==> src/rtl/wb_mem_arbiter.sv <==
// Two-master round-robin Wishbone classic arbiter in front of one shared memory slave.
// The grant is held for the owner's whole cycle; a slave that never acks is cut off with a bus error.
module wb_mem_arbiter #(
  parameter int ADDR_WIDTH     = 32,
  parameter int DATA_WIDTH     = 32,
  parameter int TIMEOUT_CYCLES = 255
) (
  input  logic                    sys_clk,
  input  logic                    rst_n,

  input  logic                    m0_cyc,
  input  logic                    m0_stb,
  input  logic                    m0_we,
  input  logic [DATA_WIDTH/8-1:0] m0_wstrb,
  input  logic [ADDR_WIDTH-1:0]   m0_addr,
  input  logic [DATA_WIDTH-1:0]   m0_data_i,
  output logic [DATA_WIDTH-1:0]   m0_data_o,
  output logic                    m0_ack,
  output logic                    m0_err,

  input  logic                    m1_cyc,
  input  logic                    m1_stb,
  input  logic                    m1_we,
  input  logic [DATA_WIDTH/8-1:0] m1_wstrb,
  input  logic [ADDR_WIDTH-1:0]   m1_addr,
  input  logic [DATA_WIDTH-1:0]   m1_data_i,
  output logic [DATA_WIDTH-1:0]   m1_data_o,
  output logic                    m1_ack,
  output logic                    m1_err,

  output logic                    s_cyc,
  output logic                    s_stb,
  output logic                    s_we,
  output logic [DATA_WIDTH/8-1:0] s_wstrb,
  output logic [ADDR_WIDTH-1:0]   s_addr,
  output logic [DATA_WIDTH-1:0]   s_data_o,
  input  logic [DATA_WIDTH-1:0]   s_data_i,
  input  logic                    s_ack,

  output logic [1:0]              grant
);

  localparam int SW    = DATA_WIDTH / 8;
  localparam int CNT_W = $clog2(TIMEOUT_CYCLES + 1);
  localparam logic [CNT_W-1:0] CNT_MAX = CNT_W'(TIMEOUT_CYCLES);

  typedef enum logic [1:0] {
    ST_IDLE,
    ST_BUSY,
    ST_ERR
  } state_t;

  state_t           state_reg;
  logic             owner_reg;
  logic             last_reg;
  logic [CNT_W-1:0] wait_cnt_reg;

  logic [1:0]            cyc_vec;
  logic [1:0]            stb_vec;
  logic [1:0]            we_vec;
  logic [1:0]            req_vec;
  logic [1:0]            ack_vec;
  logic [1:0]            err_vec;
  logic [SW-1:0]         wstrb_arr [2];
  logic [ADDR_WIDTH-1:0] addr_arr  [2];
  logic [DATA_WIDTH-1:0] wdata_arr [2];

  assign cyc_vec      = {m1_cyc, m0_cyc};
  assign stb_vec      = {m1_stb, m0_stb};
  assign we_vec       = {m1_we, m0_we};
  assign req_vec      = cyc_vec & stb_vec;
  assign wstrb_arr[0] = m0_wstrb;
  assign wstrb_arr[1] = m1_wstrb;
  assign addr_arr[0]  = m0_addr;
  assign addr_arr[1]  = m1_addr;
  assign wdata_arr[0] = m0_data_i;
  assign wdata_arr[1] = m1_data_i;

  logic busy;
  logic owner_cyc;
  logic owner_stb;

  assign busy      = (state_reg == ST_BUSY);
  assign owner_cyc = cyc_vec[owner_reg];
  assign owner_stb = stb_vec[owner_reg];

  always_ff @(posedge sys_clk) begin
    if (!rst_n) begin
      state_reg    <= ST_IDLE;
      owner_reg    <= 1'b0;
      last_reg     <= 1'b1;
      wait_cnt_reg <= '0;
    end else begin
      case (state_reg)
        ST_IDLE: begin
          if (|req_vec) begin
            // On contention the master that did not own the bus last time wins.
            owner_reg    <= (&req_vec) ? ~last_reg : req_vec[1];
            wait_cnt_reg <= '0;
            state_reg    <= ST_BUSY;
          end
        end
        ST_BUSY: begin
          // Release beats ack, and ack beats timeout.
          if (!owner_cyc) begin
            last_reg  <= owner_reg;
            state_reg <= ST_IDLE;
          end else if (s_ack) begin
            wait_cnt_reg <= '0;
          end else if (wait_cnt_reg == CNT_MAX) begin
            state_reg <= ST_ERR;
          end else if (owner_stb) begin
            wait_cnt_reg <= wait_cnt_reg + 1'b1;
          end
        end
        ST_ERR: begin
          last_reg  <= owner_reg;
          state_reg <= ST_IDLE;
        end
        default: begin
          state_reg <= ST_IDLE;
        end
      endcase
    end
  end

  // The owner's request passes straight through to the slave only while BUSY.
  assign s_cyc    = busy & owner_cyc;
  assign s_stb    = busy & owner_stb;
  assign s_we     = busy & we_vec[owner_reg];
  assign s_wstrb  = busy ? wstrb_arr[owner_reg] : '0;
  assign s_addr   = busy ? addr_arr[owner_reg]  : '0;
  assign s_data_o = busy ? wdata_arr[owner_reg] : '0;

  genvar gi;
  generate
    for (gi = 0; gi < 2; gi++) begin : g_master
      assign grant[gi]   = (state_reg != ST_IDLE) && (owner_reg == 1'(gi));
      assign ack_vec[gi] = busy && (owner_reg == 1'(gi)) && s_ack;
      assign err_vec[gi] = (state_reg == ST_ERR) && (owner_reg == 1'(gi));
    end
  endgenerate

  assign m0_ack    = ack_vec[0];
  assign m1_ack    = ack_vec[1];
  assign m0_err    = err_vec[0];
  assign m1_err    = err_vec[1];
  assign m0_data_o = s_data_i;
  assign m1_data_o = s_data_i;

endmodule

==> config.mk <==
export PLATFORM = sky130hd
export DESIGN_NAME = wb_mem_arbiter
export DESIGN_NICKNAME = d
export VERILOG_FILES = /design/src/rtl/wb_mem_arbiter.sv
export SDC_FILE = /design/constraint.sdc
export NUM_CORES = 1
export LEC_CHECK = 0
export ABC_AREA = 1
export CELL_PAD_IN_SITES_DETAIL_PLACEMENT = 1
export CELL_PAD_IN_SITES_GLOBAL_PLACEMENT = 1
export CORE_ASPECT_RATIO = 0.75
export CORE_MARGIN = 1.5
export CORE_UTILIZATION = 14
export CTS_CLUSTER_SIZE = 30
export DETAILED_ROUTE_END_ITERATION = 10
export PLACE_DENSITY_LB_ADDON = 0.1
export SETUP_SLACK_MARGIN = 0.05
export SLEW_MARGIN = 20
export SYNTH_ARGS = -nofsm -noshare
export SYNTH_HDL_FRONTEND = slang
export SYNTH_SLANG_ARGS = --single-unit
==> constraint.sdc <==
create_clock -name sys_clk -period 2.7 [get_ports sys_clk]
set_input_delay 0.405 -clock sys_clk [delete_from_list [all_inputs] [get_ports sys_clk]]
set_output_delay 0.405 -clock sys_clk [all_outputs]
set_load 0.01 [all_outputs]
== Word level (Yosys, flattened, before mapping) ==
Index checks and enable logic that the tools add are counted.

* Word-level logic and storage cells: 74
* Output and inout bits: 141
* Input bits: 177
* Register bits: 12

* Reduce and logical (&&, ||, !) cells: 18
* Mux-type cells: 32
* Add/subtract/negate cells: 1
* Equal/unequal tests: 10
* Magnitude comparators: 2
* Bitwise logic cells: 7

{| class="wikitable"
|+ Operators with widths
! cell !! number
|-
| 32-bit two-way mux || 8
|-
| 8-bit two-way mux || 5
|-
| 4-bit two-way mux || 4
|-
| 8-bit case mux with 2 select lines || 1
|-
| 8-bit by 1-bit adder with 8-bit output, second input constant || 1
|-
| 8-bit equality test, second input constant || 1
|-
| 1-bit logical AND || 8
|-
| 1-bit two-way mux || 8
|-
| 2-bit two-way mux || 4
|-
| 3-bit by 2-bit != test with 1-bit output, second input constant || 2
|-
| 3-bit != test, second input constant || 2
|-
| 2-bit AND reduction || 3
|-
| 2-bit nonzero test || 3
|-
| 5-bit AND reduction || 1
|-
| 2-bit != test, second input constant || 2
|-
| 2-bit case mux with 2 select lines || 1
|-
| 1-bit bitwise AND || 3
|-
| 3-bit AND reduction || 1
|-
| 2-bit bitwise AND || 1
|-
| 2-bit by 1-bit equality test with 1-bit output, second input constant || 1
|-
| 2-bit equality test, second input constant || 1
|-
| 2-bit greater-or-equal comparator, second input constant || 1
|-
| 2-bit zero test || 1
|-
| 1-bit by 2-bit < comparator with 1-bit output, second input constant || 1
|-
| other kinds (5) || 6
|}

== Logic depth before layout (Yosys ltp) ==
* Depth after elaboration: 7
* Depth in mapped cells: 10
* Mapped depth without buffers: 10

== Worst setup path before layout ==
No wires, ideal clock.

* Path type: reg-to-output
* Start point: register owner_reg
* End point: output m1_ack
* Data arrival time: 1023 ps
* Required time: 2295 ps
* Setup slack: 1272 ps
* Stages on the path, launching flop included: 5
* Cell sequence: dfxtp_1 inv_2 buf_2 buf_2 nor3_1

* Cells in the longest elaborated chain, start to end: 2

{| class="wikitable"
|+ RTL lines
! what !! line !! RTL
|-
| from (decl) || 54 || <nowiki>logic owner_reg;</nowiki>
|-
| from (signal assigned) || 98 || <nowiki>owner_reg <= (&req_vec) ? ~last_reg : req_vec[1];</nowiki>
|-
| 1-bit logical AND (2 in a row) || 139 || <nowiki>assign ack_vec[gi] = busy && (owner_reg == 1'(gi)) && s_ack;</nowiki>
|-
| to (decl) || 28 || <nowiki>output logic m1_ack,</nowiki>
|}

No other way between the ends.

== Worst setup path after layout ==
* Start point: register state_reg[1]
* End point: output s_data_o[23]

* Cells in the longest elaborated chain, start to end: 2

{| class="wikitable"
|+ RTL lines
! what !! line !! RTL
|-
| from (decl) || 53 || <nowiki>state_t state_reg;</nowiki>
|-
| from (signal assigned) || 89 || <nowiki>state_reg <= ST_IDLE;</nowiki>
|-
| from (signal assigned) || 100 || <nowiki>state_reg <= ST_BUSY;</nowiki>
|-
| from (signal assigned) || 107 || <nowiki>state_reg <= ST_IDLE;</nowiki>
|-
| 2-bit by 1-bit equality test with 1-bit output || 83 || <nowiki>assign busy = (state_reg == ST_BUSY);</nowiki>
|-
| 32-bit two-way mux || 133 || <nowiki>assign s_data_o = busy ? wdata_arr[owner_reg] : '0;</nowiki>
|-
| to (decl) || 36 || <nowiki>output logic [DATA_WIDTH-1:0] s_data_o,</nowiki>
|}

No other way between the ends.

==> flow_metrics.tcl <==
set metrics [dict create \
    cts.sinks 12 \
    ir_drop_uv 213 \
    grt_usage 0.130 \
    diodes 0 \
    total_leakage_power_nw 1.69 \
    rows 40 \
    hpwl_mm 9.41 \
    wl_per_cell_um 15.3 \
    vias 3160 \
    hold_viol_final 0 \
    numPortBuffers 221 \
    crit_family "buffers and inverters" \
    h-tree-depth 1 \
    synth_area_um2 2270 \
    path_class "flip-flop to output pin" \
    antenna_found_initial 0 \
    path_clk_slew_ns 0.05 \
    crit_start "state_reg[1]$_SDFFE_PN0P_" \
    hold_start "last_reg$_SDFFE_PN1P_" \
    ys_warn_count 0 \
    drv_slew 0 \
    cp.arrival_ns 1.89 \
    cts-buffers-inserted 3 \
    whs_ns 0.504 \
    reg2reg_depth 8 \
    cts_tree "built" \
    drt-total-wl_mm 11.9 \
    fin_cells 778 \
    grt_max_degree 76 \
    boundaryPins 318 \
    r2r-start "owner_reg$_SDFFE_PN0P_" \
    gp_congestion 0.729 \
    ys_seq_area_frac 0.106 \
    synth_area_leaders "nand2_1 28%, buf_4 21%, a21oi_1 17%" \
    cts_resized 0 \
    die_y_um 113 \
    slowest_stage "clkdlybuf4s50_1" \
    nFillCells 1998 \
    clock_path_buffers 2 \
    synthesis.nets 603 \
    dieArea_um2 17000 \
    hold_buffers 0 \
    syn-instance-count 425 \
    place_inst 774 \
    relSlewSlack 0.732 \
    min_to "last_reg$_SDFFE_PN1P_" \
    rsz0062_at_grt "false" \
    fmax_ghz 0.437 \
    drt_iter0_markers 83 \
    ys_ff_latch 12 \
    max-cap-violations 0 \
    fp.coreArea_um2 15900 \
    clk_latency_ns 0.24 \
    hold_path.class "flip-flop to flip-flop" \
    setup_viol 0 \
    r2r_end "wait_cnt_reg[7]$_SDFFE_PN0P_" \
    critPathBufInv 3 \
    grt_pass1_wl_mm 17.4 \
    area_growth_pct 90.0 \
    dr.pass1.iters 4 \
    endpoint_kind "output pin" \
    period_share 0.848 \
    min_period_ns 2.29 \
    crit_path_start_kind "flip-flop" \
    critPathMaxFanout 15 \
    tightest_slew_ns 0.400 \
    largest_register_ffs 8 \
    viasPerCell 4.06 \
    powerDensity_nw_per_um2 275 \
    initial_utilization 0.142 \
    worstHoldPathCells 2 \
    fin_worst_skew_ns 0.00187 \
    synth.avg_cell_area_um2 5.33 \
    crit_required_ns 2.30 \
    r2r_slack_ns 1.14 \
    path_cells "inv_1, nand2_2, buf_4, a21oi_1, clkdlybuf4s50_1" \
    synth_top_area_frac 0.285 \
    synth_area_leader_cell "nand2_1" \
    drive_gt1_frac 0.0546 \
    grt.overflow.total 0 \
    ant_nets 0 \
    finalSetupTns_ns 0 \
    setup_ws_ns 0.409 \
    outcome "finished clean" \
    grt_pass1_vias 3231 \
    clk_root_buffer_cell "clkbuf_16" \
    place_ws_ns 0.435 \
    cts_setup_buffers 0 \
    cpPeakStageDelay_ns 0.58 \
    die_w_um 150 \
    finalNetCount 747 \
    drcViolationCount 0 \
    yosys.cell_types.count 24 \
]
==> placed cells by master, fill, tap and decap left out, drive strengths merged <==
cell type / Yosys / routed
clkdlybuf4s50: 0 / 221
nand2: 181 / 181
a21oi: 76 / 76
nor2: 23 / 23
inv: 17 / 17
nand3: 13 / 13
dfxtp: 12 / 12
buf: 88 / 7
o21ai: 5 / 5
clkbuf: 1 / 4
nor3: 3 / 3
or2: 1 / 1
nand4: 1 / 1
o211ai: 1 / 1
a21boi: 1 / 1
o21a: 1 / 1
ha: 1 / 1
==> metal layers <==
layer	wire length, um	track usage	part of all wire	vias to the layer above
met1	4680	0.148	0.39	1415
li1	-	-	-	1562
met2	5900	0.239	0.50	171
met4	124	0.0229	0.010	0
met3	1200	0.0403	0.10	12
met5	0	0	0	-
==> worst register-to-register path, cell delays in order (launching register included) <==
cell	delay, ns
dfxtp_2	0.35
buf_12	0.27
nand2_1	0.22
nand2_1	0.13
nand2_2	0.07
nand2_4	0.11
nand2_4	0.11
a21oi_1	0.14
nor2_1	0.05
==> cell usage after synthesis <==
cell type	instances
nor2_4	2
a21oi_2	1
buf_4	64
o21a_1	1
nand2_4	3
buf_2	24
a21oi_1	75
nor2_2	1
inv_1	12
nor3_1	3
nand2_2	6
dfxtp_1	12
o21ai_0	4
clkbuf_1	1
inv_2	5
ha_1	1
o211ai_1	1
nand3_1	13
a21boi_0	1
nor2_1	20
nand2_1	172
nand4_1	1
o21ai_1	1
or2_2	1
==> how the worst max path moves through the flow <==
stage                   endpoint  cells past startpoint  slack [ns]
CTS                 s_data_o[23]                      5        0.31
global placement          m1_ack                      4        0.44
detailed placement        m1_ack                      4        0.43
global route        s_data_o[23]                      4        0.28
floorplan                 m1_ack                      4        1.27
finish              s_data_o[23]                      5        0.41
==> final cells by class <==
cell class                      count  area [um2]  area share
Tap cell                          210         263      0.0610
Clock buffer                        4        88.8      0.0206
Timing Repair Buffer              228        2290       0.532
Multi-Input combinational cell    307        1360       0.315
Inverter                           17        63.8      0.0148
Sequential cell                    12         241      0.0561
==> per-stage QoR <==
stage,utilization,cell area [um2],total power (W)
after floorplan,-,2270,0.000561
after global placement,0.265,4220,0.000882
after detailed placement,0.265,4220,0.000890
after CTS,0.270,4300,0.00121
after global routing,0.270,4300,0.00127
final,0.270,4300,0.00119
==> logic make-up after synthesis <==
logic type / share of synthesized area
AND/OR/NAND/NOR: 0.403
buffers and inverters: 0.295
flip-flops: 0.106
adder cells (fa/ha/maj): 0.00552
AO/OA/AOI/OAI: 0.191
==> report_power, final <==
part / total [W] / switching, W / internal, W / leakage (nW)
registers: 0.000204 / 0.0000124 / 0.000191 / 0.0986
logic: 0.000672 / 0.000291 / 0.000382 / 1.54
clock network: 0.000309 / 0.0000847 / 0.000224 / 0.0442
total: 0.00119 / 0.000388 / 0.000797 / 1.69
No activity file was read; power rests on OpenSTA's default activity.
